`config.mk`:
```
export PLATFORM = sky130hd
export DESIGN_NAME = angle_frame_encoder
export DESIGN_NICKNAME = d
export VERILOG_FILES = /design/src/rtl/angle_frame_encoder_pkg.sv /design/src/rtl/angle_frame_encoder_fmt.sv /design/src/rtl/angle_frame_encoder.sv
export SDC_FILE = /design/constraint.sdc
export NUM_CORES = 1
export LEC_CHECK = 0
export CAP_MARGIN = 40
export CORE_MARGIN = 5
export CORE_UTILIZATION = 45
export CTS_CLUSTER_SIZE = 30
export DETAILED_ROUTE_END_ITERATION = 16
export PLACE_DENSITY = 0.69
export SLEW_MARGIN = 40
export SYNTH_ARGS = -nofsm -noshare
export SYNTH_HDL_FRONTEND = slang
export SYNTH_HIERARCHICAL = 1
export SYNTH_SLANG_ARGS = --single-unit
```
`constraint.sdc`:
```
create_clock -name clk -period 2.9 [get_ports clk]
set_input_delay 0.435 -clock clk [delete_from_list [all_inputs] [get_ports clk]]
set_output_delay 0.435 -clock clk [all_outputs]
set_load 0.02 [all_outputs]
```
`src/rtl/angle_frame_encoder_pkg.sv`:
```
// Shared codes, state encodings and sizing helpers for the angle frame encoder.
package angle_frame_encoder_pkg;

    localparam int unsigned NCH_DEFAULT = 6;

    localparam logic [1:0] HDR_CH  = 2'b00;
    localparam logic [1:0] HDR_LO  = 2'b01;
    localparam logic [1:0] HDR_HI  = 2'b10;
    localparam logic [1:0] HDR_CTL = 2'b11;

    localparam logic [7:0] CODE_COMMIT  = {HDR_CTL, 6'h00};
    localparam logic [7:0] CODE_RUN_ON  = {HDR_CTL, 6'h01};
    localparam logic [7:0] CODE_RUN_OFF = {HDR_CTL, 6'h02};

    typedef enum logic [2:0] {
        S_IDLE,
        S_ISSUE,
        S_WAIT_BUSY,
        S_WAIT_IDLE,
        S_NEXT
    } state_e;

    typedef enum logic [1:0] {
        JOB_FRAME,
        JOB_RUN_ON,
        JOB_RUN_OFF
    } job_e;

    function automatic int unsigned idx_width(input int unsigned nch);
        return $clog2(3 * nch + 1);
    endfunction

endpackage

```
`src/rtl/angle_frame_encoder_fmt.sv`:
```
// Maps a frame byte index and the shadowed angles onto the wire byte of that slot.
module angle_byte_fmt
    import angle_frame_encoder_pkg::*;
#(
    parameter int unsigned NCH = NCH_DEFAULT,
    parameter int unsigned IW  = idx_width(NCH_DEFAULT)
) (
    input  logic [IW-1:0]       idx,
    input  logic [NCH*11-1:0]   angles,
    output logic [7:0]          byte_o
);

    logic [10:0] ang;

    always_comb begin
        byte_o = CODE_COMMIT;
        ang    = '0;
        for (int unsigned k = 0; k < NCH; k++) begin
            ang = angles[k*11 +: 11];
            if (idx == IW'(3 * k))
                byte_o = {HDR_CH, 3'b000, 3'(k + 1)};
            else if (idx == IW'(3 * k + 1))
                byte_o = {HDR_LO, ang[5:0]};
            else if (idx == IW'(3 * k + 2))
                byte_o = {HDR_HI, 1'b0, ang[10:6]};
        end
    end

endmodule

```
`src/rtl/angle_frame_encoder.sv`:
```
// Serialises angle frames and run on/off control bytes onto a byte-wide UART handshake.
module angle_frame_encoder
    import angle_frame_encoder_pkg::*;
#(
    parameter int unsigned NCH = NCH_DEFAULT
) (
    input  logic              clk,
    input  logic              rst_n,
    input  logic [NCH*11-1:0] angle_in,
    input  logic              send_req,
    input  logic              run_on,
    input  logic              run_off,
    input  logic              tx_busy,
    output logic [7:0]        tx_data,
    output logic              tx_start,
    output logic              busy,
    output logic              frame_done
);

    localparam int unsigned    IW       = idx_width(NCH);
    localparam logic [IW-1:0]  LAST_IDX = IW'(3 * NCH);

    state_e            state_q, state_d;
    job_e              job_q, job_d;
    logic [IW-1:0]     idx_q, idx_d;
    logic [NCH*11-1:0] shadow_q, shadow_d;
    logic              pend_frame_q, pend_frame_d;
    logic              pend_on_q, pend_on_d;
    logic              pend_off_q, pend_off_d;
    logic [7:0]        tx_data_q, tx_data_d;
    logic              tx_start_q, tx_start_d;
    logic              busy_q, busy_d;
    logic              frame_done_q, frame_done_d;

    logic [7:0]        fmt_byte;
    logic              pf, pon, poff, can_start, last_byte;

    angle_byte_fmt #(.NCH(NCH), .IW(IW)) u_fmt (
        .idx    (idx_q),
        .angles (shadow_q),
        .byte_o (fmt_byte)
    );

    always_comb begin
        state_d      = state_q;
        job_d        = job_q;
        idx_d        = idx_q;
        shadow_d     = shadow_q;
        tx_data_d    = tx_data_q;
        tx_start_d   = 1'b0;
        frame_done_d = 1'b0;
        can_start    = 1'b0;
        // Fresh pulses count as pending this cycle; run_off masks a coincident run_on.
        pf        = pend_frame_q | send_req;
        pon       = pend_on_q | (run_on & ~run_off);
        poff      = pend_off_q | run_off;
        last_byte = (job_q != JOB_FRAME) || (idx_q == LAST_IDX);

        case (state_q)
            S_IDLE: can_start = ~tx_busy;
            S_ISSUE: begin
                case (job_q)
                    JOB_RUN_OFF: tx_data_d = CODE_RUN_OFF;
                    JOB_RUN_ON:  tx_data_d = CODE_RUN_ON;
                    default:     tx_data_d = fmt_byte;
                endcase
                tx_start_d = 1'b1;
                state_d    = S_WAIT_BUSY;
            end
            S_WAIT_BUSY: if (tx_busy) state_d = S_WAIT_IDLE;
            S_WAIT_IDLE: if (!tx_busy) state_d = S_NEXT;
            S_NEXT: begin
                if (!tx_busy) begin
                    if (!last_byte) begin
                        idx_d   = idx_q + IW'(1);
                        state_d = S_ISSUE;
                    end else begin
                        frame_done_d = (job_q == JOB_FRAME);
                        can_start    = 1'b1;
                        state_d      = S_IDLE;
                    end
                end
            end
            default: state_d = S_IDLE;
        endcase

        // Job boundary: control bytes always win over a waiting frame.
        if (can_start && (poff || pon || pf)) begin
            idx_d   = '0;
            state_d = S_ISSUE;
            if (poff) begin
                job_d = JOB_RUN_OFF;
                poff  = 1'b0;
            end else if (pon) begin
                job_d = JOB_RUN_ON;
                pon   = 1'b0;
            end else begin
                job_d    = JOB_FRAME;
                pf       = 1'b0;
                shadow_d = angle_in;
            end
        end

        pend_frame_d = pf;
        pend_on_d    = pon;
        pend_off_d   = poff;
        busy_d       = (state_d != S_IDLE) | pf | pon | poff;
    end

    always_ff @(posedge clk or negedge rst_n) begin
        if (!rst_n) begin
            state_q      <= S_IDLE;
            job_q        <= JOB_FRAME;
            idx_q        <= '0;
            shadow_q     <= '0;
            pend_frame_q <= 1'b0;
            pend_on_q    <= 1'b0;
            pend_off_q   <= 1'b0;
            tx_data_q    <= '0;
            tx_start_q   <= 1'b0;
            busy_q       <= 1'b0;
            frame_done_q <= 1'b0;
        end else begin
            state_q      <= state_d;
            job_q        <= job_d;
            idx_q        <= idx_d;
            shadow_q     <= shadow_d;
            pend_frame_q <= pend_frame_d;
            pend_on_q    <= pend_on_d;
            pend_off_q   <= pend_off_d;
            tx_data_q    <= tx_data_d;
            tx_start_q   <= tx_start_d;
            busy_q       <= busy_d;
            frame_done_q <= frame_done_d;
        end
    end

    assign tx_data    = tx_data_q;
    assign tx_start   = tx_start_q;
    assign busy       = busy_q;
    assign frame_done = frame_done_q;

endmodule

```
==> results_dict.tcl, run 1 <==
set metrics [dict create \
    final_min_period_over_clock_period_pct 90.1 \
    peakVddDrop_v 0.000294 \
    final-hold-violation-count 0 \
    crit_path_cell_trace "buf_4 > and2b_4 > a21oi_1 > a2111oi_1 > o221ai_1 > o211ai_1 > nand3b_1 > nand2_1" \
    most-common-layout-cells "dfrtp_1 (90), clkdlybuf4s50_1 (81), a21oi_1 (39), mux2_2 (39), nand2_1 (35)" \
    fp.dieH_um 117 \
    crit_fanout 14 \
    wire_length_of_the_first_global_routing_pass_um 20300 \
    cts.repair.resized 0 \
    slew_headroom_pct 59.3 \
    grtUsageTotal_pct 19.3 \
    floorplan.die.width_um 117 \
    result_of_the_run "finished, final reports clean" \
    clockBufferDepth 2 \
    synth_compound_area_share_pct 15.8 \
    detailroute.via_count 3901 \
    peak_clock_frequency_supported_by_timing_mhz 383 \
    place_congestion 0.929 \
    ys_seq_area_share_pct 44.0 \
    muxShareOfSynthArea_pct 18.1 \
    number_of_antenna_cells_inserted 0 \
    ys_types 73 \
    routedWlPerCell_um 18.6 \
    design.portCount 83 \
    min-delay-path-class "input port to async pin" \
    post_cts_hold_fix_bufs 0 \
    cap_viol_max_count 0 \
    synthesis.area_um2 5120 \
    ys_ff_latch 90 \
    drt_pass1_iterations 5 \
    cts_tree "yes" \
    drt.antenna.violating_nets 0 \
    coreArea_um2 11300 \
    worstPathBufferInverterCount 1 \
    setup.worst_path.start_class "flip-flop" \
    post_route_cells_drive_above_1_share_pct 20.9 \
    setup-violations-final 0 \
    numClockSinks 90 \
    postSynthAreaPerCell_um2 11.1 \
    critPathTopFamily "compound AO/OA/AOI/OAI gates" \
    cts_root_buf "clkbuf_16" \
    yosys_warnings 6 \
    design.die.area_um2 13600 \
    cts_inserted_buffers 9 \
    port_buffers 82 \
    placement_rows 39 \
    layout_net_count 614 \
    worstMarginPinSlew_ns 0.610 \
    initial_utilization_pct 45.4 \
    cts.htree.levels 3 \
    p_per_area_nw_per_um2 540 \
    worst_ep_required_time_ns 3.18 \
    arrival_ns 2.90 \
    first_global_vias 4015 \
    grt_start_max_net_pins 44 \
    synth.net_count 539 \
    skew_ns 0.00735 \
    timing.setup.tns_ns 0 \
    synth_cells 462 \
    synth_simple_gate_area_share_pct 14.8 \
    grt_antenna_before_repair 0 \
    synth_top_family_by_area "multiplexers" \
    synth_flop_cell "dfrtp_1" \
    worst-setup-path-type "flip-flop to flip-flop" \
    finalWorstPathRequiredPeriod_ns 2.61 \
    global_route.overflow_total 0 \
    fin_total_pwr_mw 3.38 \
    areaGrowthSynthToFinish_pct 22.3 \
    clock_latency_ns 0.34 \
    grt_setup_unrepaired "false" \
    post_cts.repair.setup_buffers 0 \
    yosys.area_share.adder_pct 1.22 \
    slew_violations 0 \
    asyncSetResetFlopFracSynth_pct 100 \
    leakagePower_nw 2.81 \
    clk_pin_slew_worst_paths_ns 0.06 \
    yosys.area_share.xor_xnor_pct 0 \
    drc_errors 0 \
    initialDrtViolationCount 399 \
    critPathSlowestCell "dfrtp_1" \
    endpoint_kind "flip-flop" \
    synth-edff-count 0 \
    place.detailed.hpwl_um 9390 \
    critical_path.max_stage_delay_ns 0.57 \
    postRouteWirelength_um 12700 \
    route.detailed.vias_per_inst 5.71 \
    layout_commonest_cell "dfrtp_1" \
]
## cells in the mapped netlist (3+ instances only)
cell type,instances,area share [%]
nor2b_1,9,1.1
nor4_1,3,0.37
a211o_1,3,0.51
mux2_4,29,8.5
o21ai_0,18,1.8
nand2b_1,8,0.98
nor3_1,12,1.2
nand2_1,35,2.6
dfrtp_1,90,44
nand3b_1,7,1.0
a221oi_1,3,0.51
nor2_1,19,1.4
o211ai_1,5,0.73
mux2_2,39,8.6
o21a_1,4,0.59
nand3_1,7,0.68
buf_2,12,1.2
buf_12,3,1.2
buf_4,6,0.88
o2bb2ai_1,3,0.51
buf_6,6,1.3
a211oi_1,8,1.2
and2_1,3,0.37
mux2i_1,5,0.98
or3_1,3,0.37
o32ai_1,4,0.68
a21oi_1,39,3.8
ha_1,5,1.2
clkbuf_1,5,0.37
o31ai_1,3,0.44
inv_1,11,0.81
## metrics by stage
stage | area, um2 | hold WS, ns | worst slack, ns | cells | util, %
6_report | 6270 | 0.0742 | 0.286 | 683 | 55.6
5_1_grt | 6270 | 0.123 | 0.234 | 683 | 55.6
4_1_cts | 6270 | 0.0982 | 0.355 | 683 | 55.6
3_5_place_dp | 6010 | 0.459 | 0.189 | 669 | 53.3
3_3_place_gp | 6010 | 0.457 | 0.212 | 669 | 53.3
2_1_floorplan | 5120 | 0.139 | 0.622 | 462 | -
## path summary, 6_finish.rpt
kind / end / startpoint / depth (start not counted) / slack, ns
max: tx_data[2] / idx_q[0] / 8 / 0.29
min: shadow_q[15] / rst_n / 1 / 0.07
max reg2reg: tx_data[2] / idx_q[0] / 8 / 0.29
min reg2reg: tx_data[3] / tx_data[3] / 2 / 0.47
max in group asynchronous: shadow_q[52] / rst_n / 2 / 2.09
min in group clk: tx_data[3] / tx_data[3] / 2 / 0.47
## registers in the layout, indices dropped and copies added (netlist names)
name,cells
tx_data,8
pend_frame_q,1
busy,1
frame_done,1
idx_q,5
job_q,2
tx_start,1
state_q,3
pend_off_q,1
pend_on_q,1
shadow_q,66
## routing by layer
metal	vias up	global-route usage, %	wire length [um]
met1	1908	26.2	5660
met5	-	0	0
met4	0	8.64	399
met2	124	29.8	5970
met3	27	3.99	671
li1	1842	-	-
## cells by family after synthesis
family / after synthesis
AND/OR/NAND/NOR: 129
AO/OA/AOI/OAI: 119
flip-flops: 90
multiplexers: 73
buffers and inverters: 46
adder cells (fa/ha/maj): 5
## power by group
part | internal, mW | switching, mW
clock | 0.591 | 0.462
combinational | 0.403 | 0.349
sequential | 1.44 | 0.140
total | 2.43 | 0.951
## cell type report
type,count,area [um2]
inverters,12,47.5
well taps,143,179
flip-flops and latches,90,2250
repair buffers,98,976
fillers,993,5000
clock buffers,11,243
multi-input cells,326,2550
clock inverters,3,17.5
Note: power is estimated with default switching activity, not from simulation.
==> run 2: changes to the inputs <==
--- a/config.mk
+++ b/config.mk
@@ -10,7 +10,9 @@
 export CORE_UTILIZATION = 45
 export CTS_CLUSTER_SIZE = 30
 export DETAILED_ROUTE_END_ITERATION = 16
-export PLACE_DENSITY = 0.69
+export DONT_BUFFER_PORTS = 1
+export HOLD_SLACK_MARGIN = 0.02
+export PLACE_DENSITY = 0.6
 export SLEW_MARGIN = 40
 export SYNTH_ARGS = -nofsm -noshare
 export SYNTH_HDL_FRONTEND = slang
==> run 2 against run 1 <==
Flip-flop and latch count is the same. Hold slack gained 0.14 ns. Clock-buffer cell count shrank 1. First-iteration DRC count shrank 25%. Non-clock buffer count shrank 85. Sequential share of layout area grew 5.4 points. Clock power grew 9.5%. Core utilization shrank 7.3 points. Die area is the same. Routed wire length shrank 3.9%. Critical endpoint is now tx_data[3]. Largest cell class unchanged.
==> results_dict.tcl, run 2 (synthesis results as in run 1) <==
set metrics [dict create \
    cap_viol_max_count 0 \
    drt_pass1_iterations 4 \
    power_switching_mw 0.933 \
    number_of_antenna_cells_inserted 0 \
    slew_violations 0 \
    arrival_ns 2.68 \
    grt_start_max_net_pins 91 \
    place_area_um2 5110 \
    p_per_area_nw_per_um2 608 \
    initialDrtViolationCount 300 \
    post_cts.repair.setup_buffers 0 \
    leakagePower_nw 2.49 \
    post_route_cells_drive_above_1_share_pct 24.1 \
    reg_with_most_ffs "shadow_q" \
    first_global_vias 3585 \
    crit_fanout 15 \
    place_congestion 0.875 \
    flip_flop_count_of_the_largest_register_all_copies_and_words_added 66 \
    drt.antenna.violating_nets 0 \
    cts.htree.levels 3 \
    areaGrowthSynthToFinish_pct 6.30 \
    global_route.overflow_total 0 \
    setup-violations-final 0 \
    layout_commonest_cell "dfrtp_1" \
    hold_slack_ns 0.216 \
    grt_antenna_before_repair 0 \
    coreArea_um2 11300 \
    design.die.area_um2 13600 \
    fp.dieH_um 117 \
    drc_errors 0 \
    dp_cells 582 \
    layout_net_count 529 \
    most-common-layout-cells "dfrtp_1 (90), a21oi_1 (39), mux2_2 (39)" \
    cts_tree "yes" \
    min-delay-path-class "input port to flip-flop" \
    fillers 988 \
    cts_inserted_buffers 9 \
    worst-setup-path-type "flip-flop to flip-flop" \
    clk_pin_slew_worst_paths_ns 0.06 \
    grt_setup_unrepaired "false" \
    worst_ep_required_time_ns 3.14 \
    post-route-cell-area_um2 5450 \
    reg2reg_from "idx_q[2]" \
    floorplan.die.width_um 117 \
    stdcell_count 599 \
    clockBufferDepth 2 \
    timing.setup.tns_ns 0 \
    share_seq_of_total_power_pct 49.1 \
    final-hold-violation-count 0 \
    skew_ns 0.00591 \
    peakVddDrop_v 0.000370 \
    initial_utilization_pct 45.4 \
    power.combinational.fraction_pct 16.2 \
    peak_clock_frequency_supported_by_timing_mhz 410 \
    clockPowerShare_pct 34.7 \
    power.switching_fraction_pct 28.2 \
    route.detailed.vias_per_inst 5.96 \
    result_of_the_run "finished, final reports clean" \
    worstMarginPinSlew_ns 0.614 \
    port_buffers 0 \
    place.detailed.hpwl_um 8920 \
    design_internal_power_mw 2.38 \
    placement_rows 39 \
    setup.worst_path.start_class "flip-flop" \
    timing.critical_path.from "idx_q[2]" \
    wire_length_of_the_first_global_routing_pass_um 19300 \
    numClockSinks 90 \
    clock_latency_ns 0.35 \
    worst_hold_startpoint "tx_busy" \
    detailroute.via_count 3569 \
    cts_root_buf "clkbuf_16" \
    finalWorstPathRequiredPeriod_ns 2.44 \
    slew_headroom_pct 59.1 \
    design.portCount 83 \
    routedWlPerCell_um 20.4 \
    endpoint_kind "flip-flop" \
    final_min_period_over_clock_period_pct 84.2 \
    utilization_pct 48.3 \
    postRouteWirelength_um 12200 \
    grtUsageTotal_pct 18.6 \
]
==> run 2: critical path, stage by stage, from the launching register on <==
cell and delay [ns]:
dfrtp_1 0.63, buf_4 0.26, and2b_4 0.22, a2111oi_0 0.50
o32ai_1 0.20, a21oi_1 0.25, a221oi_2 0.11, nand3b_1 0.11
nand2_1 0.06
==> run 2: what timing repair did <==
item	in CTS	in global routing
resized for setup	0	0
endpoints found under the hold margin	90	0
hold buffers	2	0
endpoints found under the setup margin	0	0
==> run 2: area by class of cell <==
type | instances | area (um2) | share of cell area [%]
clock buffer | 10 | 239 | 4.39
sequential | 90 | 2250 | 41.4
multi-input combinational | 326 | 2550 | 46.9
inverter | 12 | 47.5 | 0.873
tap | 143 | 179 | 3.29
clock inverter | 5 | 55.1 | 1.01
timing repair buffer | 13 | 120 | 2.21
==> run 2: power by group through the flow <==
| stage | registers [mW] | clock network (mW) | logic, mW |
|---|---|---|---|
| after floorplan | 1.59 | 0 | 0.429 |
| after global placement | 1.65 | 0 | 0.491 |
| after detailed placement | 1.65 | 0 | 0.505 |
| after CTS | 1.63 | 1.19 | 0.538 |
| after global routing | 1.65 | 1.23 | 0.598 |
| final | 1.63 | 1.15 | 0.537 |
==> run 2: worst paths after layout <==
| kind | endpoint | slack (ns) | cells after the start |
|---|---|---|---|
| worst max register to register | tx_data[3] | 0.46 | 8 |
| worst min-delay path | state_q[0] | 0.22 | 1 |
| min in group asynchronous | shadow_q[64] | 0.67 | 2 |
| max in group asynchronous | shadow_q[45] | 1.91 | 2 |
| worst min register to register | shadow_q[13] | 0.51 | 1 |
| worst max-delay path | tx_data[3] | 0.46 | 8 |
==> run 2: metrics by stage <==
step / setup slack, ns / power, mW
2_1_floorplan: 0.622 / 2.02
3_3_place_gp: 0.527 / 2.14
3_5_place_dp: 0.526 / 2.16
4_1_cts: 0.498 / 3.35
5_1_grt: 0.356 / 3.48
6_report: 0.458 / 3.31
==> run 2: routing by layer <==
metal | routed length [um] | global-route usage (%)
met5 | 0 | 0
met4 | 340 | 8.26
met3 | 769 | 4.77
met2 | 5650 | 28.9
met1 | 5450 | 24.7
==> run 3: changes to the inputs <==
--- a/config.mk
+++ b/config.mk
@@ -12,7 +12,7 @@
 export DETAILED_ROUTE_END_ITERATION = 16
 export DONT_BUFFER_PORTS = 1
 export HOLD_SLACK_MARGIN = 0.02
-export PLACE_DENSITY = 0.6
+export PLACE_DENSITY = 0.62
 export SLEW_MARGIN = 40
 export SYNTH_ARGS = -nofsm -noshare
 export SYNTH_HDL_FRONTEND = slang
==> constraint.sdc (replaced) <==
create_clock -name clk -period 1.95 [get_ports clk]
set_input_delay 0.2925 -clock clk [delete_from_list [all_inputs] [get_ports clk]]
set_output_delay 0.2925 -clock clk [all_outputs]
set_load 0.02 [all_outputs]
==> run 3 against run 2 <==
The run now ends with hold timing, setup timing left. Flip-flop and latch count unchanged. Global-route usage grew 2.1 points. Maximum frequency up 10%. Clock skew increased by 0.0063 ns. First-iteration DRC count rose by 19%. Cell count grew 14%. Via count grew 13%. Combinational power increased by 97%. Hold slack got worse by 0.58 ns. Power is 61% higher. Critical path depth is 4 lower. Core utilization is 10 points higher. Critical endpoint is now shadow_q[11]. Largest cell class unchanged. Largest power group unchanged.
==> results_dict.tcl, run 3 (synthesis results as in run 1) <==
set metrics [dict create \
    leakagePower_nw 3.05 \
    clk_pin_slew_worst_paths_ns 0.07 \
    setup-violations-final 72 \
    coreArea_um2 11300 \
    grt_antenna_before_repair 0 \
    slew_violations 0 \
    stdcell_count 684 \
    detailroute.via_count 4032 \
    layout_net_count 613 \
    cts_inserted_buffers 9 \
    number_of_antenna_cells_inserted 0 \
    place_congestion 0.900 \
    p_per_area_nw_per_um2 810 \
    route.detailed.vias_per_inst 5.89 \
    place_area_um2 5650 \
    place.detailed.hpwl_um 9860 \
    reg_with_most_ffs "shadow_q" \
    critPathSlowestCell "or4_4" \
    dp_cells 640 \
    fin_total_pwr_mw 5.35 \
    result_of_the_run "complete, but fails checks" \
    cts.htree.levels 3 \
    timing.reg2reg.worst_path_depth 4 \
    worstMarginPinSlew_ns 0.464 \
    fp.dieH_um 117 \
    initialDrtViolationCount 357 \
    worst-setup-path-type "flip-flop to flip-flop" \
    final-hold-violation-count 90 \
    arrival_ns 2.45 \
    peak_clock_frequency_supported_by_timing_mhz 451 \
    finalWorstPathRequiredPeriod_ns 2.22 \
    most-common-layout-cells "dfrtp_1 (85), buf_4 (69), mux2_2 (39)" \
    clock_latency_ns 0.35 \
    cap_viol_max_count 0 \
    flip_flop_count_of_the_largest_register_all_copies_and_words_added 66 \
    grt_setup_unrepaired "true" \
    grtUsageTotal_pct 20.8 \
    layout_commonest_cell "dfrtp_1" \
    skew_ns 0.0122 \
    post-route-cell-area_um2 6600 \
    worst_ep_required_time_ns 2.18 \
    placement_rows 39 \
    critical_path.max_stage_delay_ns 0.68 \
    crit_fanout 20 \
    cts_tree "yes" \
    crit_path_cell_trace "or4_4 > or4_4 > clkbuf_16 > mux2_4" \
    critPathTopFamily "simple AND/OR/NAND/NOR gates" \
    wire_length_of_the_first_global_routing_pass_um 21600 \
    timing.setup.tns_ns -16.02 \
    endpoint_kind "flip-flop" \
    routedWlPerCell_um 21.3 \
    initial_utilization_pct 45.4 \
    min-delay-path-class "input port to async pin" \
    design.portCount 83 \
    drt_pass1_iterations 5 \
    cts_root_buf "clkbuf_16" \
    port_buffers 0 \
    final_critical_path_setup_slack_ns -0.268 \
    hold_slack_ns -0.363 \
    crit_path_frequent_cell "or4_4" \
    first_global_vias 4115 \
    drc_errors 0 \
    peakVddDrop_v 0.000464 \
    areaGrowthSynthToFinish_pct 28.9 \
    grt_start_max_net_pins 91 \
    final_min_period_over_clock_period_pct 114 \
    worstPathBufferInverterCount 1 \
    drt.antenna.violating_nets 0 \
    design.die.area_um2 13600 \
    clockBufferDepth 2 \
    post_route_cells_drive_above_1_share_pct 45.1 \
    worstSetupPathDepth 4 \
    slew_headroom_pct 69.0 \
    failed_checks "hold timing, setup timing" \
    global_route.overflow_total 0 \
    numClockSinks 90 \
    setup.worst_path.start_class "flip-flop" \
    floorplan.die.width_um 117 \
    postRouteWirelength_um 14600 \
]
[run 3: cell count changes in the layout (fill, tap and decap cells not counted), sizes merged]
| cell | change |
|---|---|
| buf | +81 |
| clkbuf | +4 |
| bufinv | +1 |
| clkinv | -1 |
| dlygate4sd3 | -1 |
| inv | +1 |
[run 3: per-layer routing]
| layer | up-vias | global-route usage, % | share of wire [%] |
|---|---|---|---|
| met2 | 161 | 33.5 | 47 |
| li1 | 1855 | - | - |
| met1 | 1973 | 26.5 | 42 |
| met4 | 0 | 9.10 | 4.1 |
| met5 | - | 0 | 0 |
| met3 | 43 | 5.13 | 6.7 |
[run 3: layout make-up]
class,count,area (um2)
Fill cell,910,4670
Multi-Input combinational cell,326,2810
Sequential cell,90,2260
Timing Repair Buffer,97,978
Clock buffer,10,239
Tap cell,143,179
Clock inverter,6,88.8
Inverter,12,47.5
[run 3: worst paths after layout]
path / start / end / slack [ns]
max: pend_off_q / shadow_q[11] / -0.27
min: rst_n / tx_data[2] / -0.36
max reg2reg: pend_off_q / shadow_q[11] / -0.27
min reg2reg: shadow_q[46] / shadow_q[46] / 0.50
max in group asynchronous: rst_n / idx_q[3] / 2.15
min in group clk: tx_busy / state_q[0] / 0.07
[run 3: per-stage QoR]
step / setup slack (ns) / utilization (%)
after floorplan: -0.251 / -
after global placement: -0.181 / 50.1
after detailed placement: -0.198 / 50.1
after CTS: -0.203 / 56.3
after global routing: -0.302 / 58.6
final: -0.268 / 58.6
[run 3: timing repair]
item,4_1_cts,5_1_grt
buffers inserted,16,9
endpoints found under the setup margin,73,78
pin swaps,31,21
hold endpoints to repair,90,90
cloned,1,6
gates resized for setup,58,32
[run 3: worst register-to-register path, cell delays in order (launching register included)]
cell and delay (ns):
dfrtp_1 0.38, or4_4 0.48, or4_4 0.68, clkbuf_16 0.25, mux2_4 0.30
[run 3: where the power goes]
part / leakage [nW] / switching [mW] / internal (mW)
clock network: 0.155 / 0.722 / 1.16
logic: 1.70 / 0.511 / 0.552
registers: 1.20 / 0.262 / 2.14
